`config.mk`:
```
export PLATFORM = sky130hd
export DESIGN_NAME = conv3x3_engine_flat
export DESIGN_NICKNAME = d
export VERILOG_FILES = /design/src/rtl/conv_pkg.sv /design/src/rtl/conv3x3_engine_if.sv /design/src/rtl/conv_window_mac.sv /design/src/rtl/conv3x3_engine.sv /design/src/flat_wrapper.sv
export SDC_FILE = /design/constraint.sdc
export NUM_CORES = 1
export LEC_CHECK = 0
export ABC_CLOCK_PERIOD_IN_PS = 8950
export BUFFER_PORTS_ARGS = -buffer_cell sky130_fd_sc_hd__clkbuf_2
export CAP_MARGIN = 20
export CORE_UTILIZATION = 60
export DETAILED_ROUTE_END_ITERATION = 10
export PLACE_DENSITY_LB_ADDON = 0.1
export SLEW_MARGIN = 0
export SYNTH_ARGS = -nofsm -noshare
export SYNTH_HDL_FRONTEND = slang
export SYNTH_HIERARCHICAL = 1
export SYNTH_SLANG_ARGS = --single-unit
```
`constraint.sdc`:
```
create_clock -name clk -period 8.95 [get_ports clk]
set_input_delay 0.895 -clock clk [delete_from_list [all_inputs] [get_ports clk]]
set_output_delay 0.895 -clock clk [all_outputs]
set_load 0.02 [all_outputs]
```
`src/rtl/conv_pkg.sv`:
```
// Shared sizes, FSM state type and pixel/weight index helpers for the 3x3 convolution engine.
package conv_pkg;

  localparam int IMG_DIM  = 6;
  localparam int K_DIM    = 3;
  localparam int OUT_DIM  = IMG_DIM - K_DIM + 1;
  localparam int N_OUT    = OUT_DIM * OUT_DIM;
  localparam int SUM_W    = 4;
  localparam int IDX_W    = 4;
  localparam int RC_W     = 2;
  localparam int IMG_BITS = IMG_DIM * IMG_DIM;
  localparam int K_BITS   = K_DIM * K_DIM;

  typedef enum logic [1:0] {
    IDLE,
    LOAD,
    RUN,
    DONE
  } state_t;

  // Pixel (r,c) lives at bit IMG_DIM*r + c of the flattened image.
  function automatic logic [5:0] pix_idx(input logic [2:0] r, input logic [2:0] c);
    return 6'(r) * 6'(IMG_DIM) + 6'(c);
  endfunction

  function automatic logic [3:0] ker_idx(input logic [1:0] i, input logic [1:0] j);
    return 4'(i) * 4'(K_DIM) + 4'(j);
  endfunction

endpackage

```
`src/rtl/conv3x3_engine_if.sv`:
```
// Result stream of the convolution engine: valid/ready handshake with data and raster index.
// The out_bit threshold flag exists only when CONV_THRESH_EN is defined.
interface conv3x3_engine_if;

  logic                       out_valid;
  logic                       out_ready;
  logic [conv_pkg::SUM_W-1:0] out_data;
  logic [conv_pkg::IDX_W-1:0] out_idx;
`ifdef CONV_THRESH_EN
  logic                       out_bit;
`endif

  modport master (
    input  out_ready,
    output out_valid, out_data, out_idx
`ifdef CONV_THRESH_EN
    , out_bit
`endif
  );

  modport slave (
    output out_ready,
    input  out_valid, out_data, out_idx
`ifdef CONV_THRESH_EN
    , out_bit
`endif
  );

endinterface

```
`src/rtl/conv_window_mac.sv`:
```
// Binary 3x3 multiply-accumulate: AND of window and kernel bits, then popcount (0..9).
module conv_window_mac
  import conv_pkg::*;
(
  input  logic [K_BITS-1:0] win,
  input  logic [K_BITS-1:0] ker,
  output logic [SUM_W-1:0]  sum
);

  assign sum = SUM_W'($countones(win & ker));

endmodule

```
`src/rtl/conv3x3_engine.sv`:
```
// Snapshots a 6x6 binary image and 3x3 kernel, then streams 16 window sums in raster order.
// Optional CONV_THRESH_EN adds thresh_in and a registered out_bit = (sum >= threshold).
module conv3x3_engine
  import conv_pkg::*;
(
  input  logic                clk,
  input  logic                rst_n,
  input  logic                start,
  input  logic [IMG_BITS-1:0] img_in,
  input  logic [K_BITS-1:0]   kernel_in,
`ifdef CONV_THRESH_EN
  input  logic [SUM_W-1:0]    thresh_in,
`endif
  output logic                busy,
  output logic                done,
  conv3x3_engine_if.master    out_if
);

  state_t              state_q, state_d;
  logic [IMG_BITS-1:0] img_q;
  logic [K_BITS-1:0]   ker_q;
  logic                capture, load_res, clear_out, accept;
  logic                valid_q;
  logic [SUM_W-1:0]    data_q;
  logic [IDX_W-1:0]    idx_q, win_idx;
  logic [RC_W-1:0]     win_r, win_c;
  logic [K_BITS-1:0]   win;
  logic [SUM_W-1:0]    sum;

  assign accept = valid_q && out_if.out_ready;

  always_comb begin
    state_d   = state_q;
    capture   = 1'b0;
    load_res  = 1'b0;
    clear_out = 1'b0;
    case (state_q)
      IDLE: begin
        if (start) begin
          capture = 1'b1;
          state_d = LOAD;
        end
      end
      LOAD: begin
        load_res = 1'b1;
        state_d  = RUN;
      end
      RUN: begin
        if (accept) begin
          if (idx_q == IDX_W'(N_OUT - 1)) begin
            clear_out = 1'b1;
            state_d   = DONE;
          end else begin
            load_res = 1'b1;
          end
        end
      end
      DONE:    state_d = IDLE;
      default: state_d = IDLE;
    endcase
  end

  always_ff @(posedge clk or negedge rst_n) begin
    if (!rst_n) state_q <= IDLE;
    else        state_q <= state_d;
  end

  // Next window to evaluate: (0,0) when leaving LOAD, otherwise the successor of the shown index.
  assign win_idx = (state_q == LOAD) ? '0 : idx_q + IDX_W'(1);
  assign win_r   = win_idx[IDX_W-1:RC_W];
  assign win_c   = win_idx[RC_W-1:0];

  for (genvar i = 0; i < K_DIM; i++) begin : g_row
    for (genvar j = 0; j < K_DIM; j++) begin : g_col
      assign win[ker_idx(2'(i), 2'(j))] =
        img_q[pix_idx(3'(win_r) + 3'(i), 3'(win_c) + 3'(j))];
    end
  end

  conv_window_mac u_mac (
    .win (win),
    .ker (ker_q),
    .sum (sum)
  );

  always_ff @(posedge clk or negedge rst_n) begin
    if (!rst_n) begin
      img_q <= '0;
      ker_q <= '0;
    end else if (capture) begin
      img_q <= img_in;
      ker_q <= kernel_in;
    end
  end

  always_ff @(posedge clk or negedge rst_n) begin
    if (!rst_n) begin
      valid_q <= 1'b0;
      data_q  <= '0;
      idx_q   <= '0;
    end else if (load_res) begin
      valid_q <= 1'b1;
      data_q  <= sum;
      idx_q   <= win_idx;
    end else if (clear_out) begin
      valid_q <= 1'b0;
      data_q  <= '0;
      idx_q   <= '0;
    end
  end

`ifdef CONV_THRESH_EN
  logic [SUM_W-1:0] thr_q;
  logic             bit_q;

  always_ff @(posedge clk or negedge rst_n) begin
    if (!rst_n)       thr_q <= '0;
    else if (capture) thr_q <= thresh_in;
  end

  always_ff @(posedge clk or negedge rst_n) begin
    if (!rst_n)         bit_q <= 1'b0;
    else if (load_res)  bit_q <= (sum >= thr_q);
    else if (clear_out) bit_q <= 1'b0;
  end

  assign out_if.out_bit = bit_q;
`endif

  assign out_if.out_valid = valid_q;
  assign out_if.out_data  = data_q;
  assign out_if.out_idx   = idx_q;
  assign busy             = (state_q != IDLE);
  assign done             = (state_q == DONE);

endmodule

```
`src/flat_wrapper.sv`:
```
// flat-port wrapper written by rule: the top's interface ports become plain ports
module conv3x3_engine_flat import conv_pkg::*;
  (clk, rst_n, start, img_in, kernel_in, busy, done, out_if_out_ready, out_if_out_valid, out_if_out_data, out_if_out_idx);
  conv3x3_engine_if out_if_i ();
  input  logic clk;
  input  logic rst_n;
  input  logic start;
  input  logic [IMG_BITS-1:0] img_in;
  input  logic [K_BITS-1:0] kernel_in;
  output logic busy;
  output logic done;
  input wire logic [$bits(out_if_i.out_ready)-1:0] out_if_out_ready;
  output wire logic [$bits(out_if_i.out_valid)-1:0] out_if_out_valid;
  output wire logic [$bits(out_if_i.out_data)-1:0] out_if_out_data;
  output wire logic [$bits(out_if_i.out_idx)-1:0] out_if_out_idx;
  assign out_if_i.out_ready = out_if_out_ready;
  assign out_if_out_valid = out_if_i.out_valid;
  assign out_if_out_data = out_if_i.out_data;
  assign out_if_out_idx = out_if_i.out_idx;
  conv3x3_engine u_core (.clk(clk), .rst_n(rst_n), .start(start), .img_in(img_in), .kernel_in(kernel_in), .busy(busy), .done(done), .out_if(out_if_i));
endmodule
```
==> metrics.md <==
| Metric | Value |
|---|---|
| Via Count | ~4000 |
| Final period util | 79.8% |
| GPL Wtd Cong | between 0.9 and 1 |
| Die Ht | 96.9 µm |
| Slew Limit Fails | 0 |
| Post-synthesis cell area | 5400 µm² |
| Run status | finished, final reports clean |
| Clock slew at reported path FFs | ~0.10 ns |
| DR pass1 iterations | 5 |
| Synth async-reset ratio | 100% |
| CTS max path bufs | 2 |
| Launching point of the worst reg2reg path | u_core/state_q[1] |
| RR Endpoint | u_core/out_if.out_data[1] |
| Final Instance Area | 5820 µm² |
| CTS Hold Buffers Added | 0 |
| Port Buffers | 59 |
| Max-slew headroom | 34.7% |
| Syn Nets | 554 |
| Core Region | 8720 µm² |
| Die area | 9390 µm² |
| Vias/cell | 6.67 |
| Final core utilization | between 60% and 70% |
| Share of post-route cells with drive strength above 1 | 31.8% |
| Starting Density | just over 60% |
| Slowest cell on crit path | ha_1 |
| Resized Gates After CTS | 0 |
| Total GRT Usage | 29.2% |
| Yosys warns | 6 |
| CTS buffer count | 5 |
| Yosys reg bits | 56 |
| Worst-path maximum fanout | 44 |
| Synth Flop Type | dfrtp_1 |
| Hold WC Path Type | reg2reg |
| Final setup TNS | 0 ns |
| EDFF count, synth | 0 |
| CP Launch Type | register |
| Hpwl dp | 9940 µm |
| Antenna violations before repair | 0 |
| Hold_ws | 0.516 ns |
| WHS Path Cells | 1 |
| Slew @ Worst Pin | approximately 0.98 ns |
| Area growth, synth to finish | 7.83% |
| Crit path cell chain | inv_1 -> ha_1 -> or2_4 -> inv_6 -> ha_1 -> ha_1 -> mux4_1 -> mux4_2 -> nor2b_4 -> a211oi_2 -> a31oi_1 -> and2_1 -> fa_1 -> inv_1 -> fa_1 -> inv_1 -> fa_1 -> fa_1 -> inv_1 -> fa_1 -> inv_1 -> a22o_1 |
| Max Cap Viol | 0 |
| Required time of the critical path | 9.21 ns |
| Root Driver | clkbuf_8 |
| Critical Path Sink Type | register |
| Worst R2R Path Depth | 22 |
| Arr. time, crit path | about 7.4 ns |
| Sink Count | 56 |
| Final setup vio count | 0 |
| Grt total ovfl | 0 |
| Post-CTS Setup Bufs | 0 |
| WL/cell | 21.1 µm |
| Ant diodes | 0 |
| Syn Inst Count | 462 |
| Nets | 600 |
| First-pass GRT wire length | 21600 µm |
| Seq/Total Area, Yosys | 25.9% |
| Crit Path Class | reg2reg |
| Max frequency | about 140 MHz |
| Mapped Avg Cell Area | 11.7 µm² |
| RSZ-0062 raised after global routing | no |
| Worst path max stage delay | ~0.85 ns |
| DP Area | 5710 µm² |
| Post-synthesis cell type count | 57 |
| Vias in the first global route | 4052 |
| Worst reg-to-reg setup slack | approximately 1.8 ns |
| Site row count | 34 |
| Hold_sp | u_core/out_if.out_data[0] |
| Final ANT Viol Nets | 0 |
| Hold Crit Endpoint | u_core/out_if.out_data[0] |
| Largest net degree at the start of global routing | 57 |
| Drt first-iter violations | ~310 |
| Clk_skew | approximately 0.0080 ns |
| I/O pins | 60 |
| H-Tree Depth | 2 |
| Hold Fails Final Rpt | 0 |
| Min Tclk post-route | 7.15 ns |
| Clk_lat worst skew | 0.32 ns |
| DRC | 0 |
| Total wire length | 13000 µm |
| Die X | 96.9 µm |
| CTS tree | yes |
[critical path: cells and delay by family, from the launching register on]
| kind | cells | cell delay [ns] |
|---|---|---|
| adders and majority gates | 8 | 3.86 |
| muxes | 2 | 0.94 |
| and+or+nand+nor | 3 | 0.76 |
| buffers and inverters | 6 | 0.74 |
| AOI/OAI and AO/OA | 3 | 0.39 |
| DFF | 1 | 0.38 |
[worst max-delay path by stage]
stage | from | endpoint | cells after the start
finish | u_core/state_q[1] | u_core/out_if.out_data[1] | 22
global route | u_core/state_q[1] | u_core/out_if.out_data[1] | 22
CTS | u_core/state_q[1] | u_core/out_if.out_data[1] | 22
detailed placement | u_core/state_q[1] | u_core/out_if.out_data[1] | 22
global placement | u_core/state_q[1] | u_core/out_if.out_data[1] | 22
floorplan | u_core/state_q[1] | u_core/out_if.out_data[1] | 25
[cells in the final DEF (no fill, tap or decap), types with 2 or more instances in the layout]
master	n
nand3_1	12
nor2_1	20
nor2b_1	4
xnor2_1	12
nand4_1	2
nand2b_1	4
xor2_1	9
fa_1	12
a21o_1	3
o21ai_0	3
inv_1	23
a22o_1	8
a22oi_1	2
nand2_1	20
a41oi_1	2
o31ai_1	2
mux2_2	46
clkbuf_8	5
mux4_1	5
nor3_1	7
a21oi_1	17
a211oi_1	4
o211ai_1	3
clkbuf_2	59
a31oi_1	3
and2_1	7
inv_6	2
ha_1	31
a211o_1	2
buf_4	2
dfrtp_1	56
mux2i_1	56
nor3b_1	3
a32oi_1	2
mux4_2	38
[Yosys cell counts (all sizes together), types with 4 or more instances]
cell / number / area share [%]
nand2b: 4 / 0.46
nor2b: 5 / 0.72
fa: 12 / 4.4
a211oi: 5 / 0.79
clkbuf: 11 / 0.76
nand2: 21 / 1.5
xnor2: 12 / 1.9
xor2: 10 / 1.8
mux4: 43 / 18
nor3: 7 / 0.65
a21oi: 17 / 1.6
a22o: 8 / 1.3
o21ai: 4 / 0.37
dfrtp: 56 / 26
nor2: 20 / 1.4
buf: 12 / 1.7
and2: 7 / 0.81
mux2i: 56 / 10
nand3: 12 / 1.1
ha: 31 / 7.2
inv: 25 / 1.8
mux2: 46 / 9.6
[through the flow]
stage          cells  setup WS (ns)
6_report         617           1.80
5_1_grt          617           1.45
3_5_place_dp     608           1.83
4_1_cts          616           1.79
3_3_place_gp     608           1.95
2_1_floorplan    462           2.54
[logic make-up (layout without fill, tap and decap cells)]
kind of cell,Yosys count,count (layout),share of synthesized area [%]
adders and majority gates,43,43,11.6
buffers and inverters,48,95,4.33
DFF,56,56,25.9
muxes,145,145,38.2
AOI/OAI and AO/OA,63,63,8.39
and+or+nand+nor,85,85,7.76
xor gates and xnor gates,22,22,3.71
[layout make-up]
type                            count  area (µm²)
Tap cell                          108         135
Sequential cell                    56        1400
Timing Repair Buffer               62         330
Clock buffer                        5        68.8
Fill cell                         690        2900
Multi-Input combinational cell    358        3770
Inverter                           25        98.8
Clock inverter                      3        21.3
[metal layers]
metal  up-vias  GRT usage [%]  part of all wire, %  wire length, µm
met5         -              0                    0                0
met4         0           8.15                  2.2              287
met3        27           4.19                  6.6              855
met2       169           45.9                   47             6150
met1      2086           42.7                   44             5750
li1       1834              -                    -                -
[sequential cells by signal (all words and copies together) (netlist names)]
register and count:
u_core/img_q 36, u_core/ker_q 9, u_core/out_if.out_data 4, u_core/out_if.out_idx 4
u_core/state_q 2, u_core/out_if.out_valid 1
Power is not shown: default switching activity piles up to over one toggle a cycle in this logic, so the estimate is an artifact.
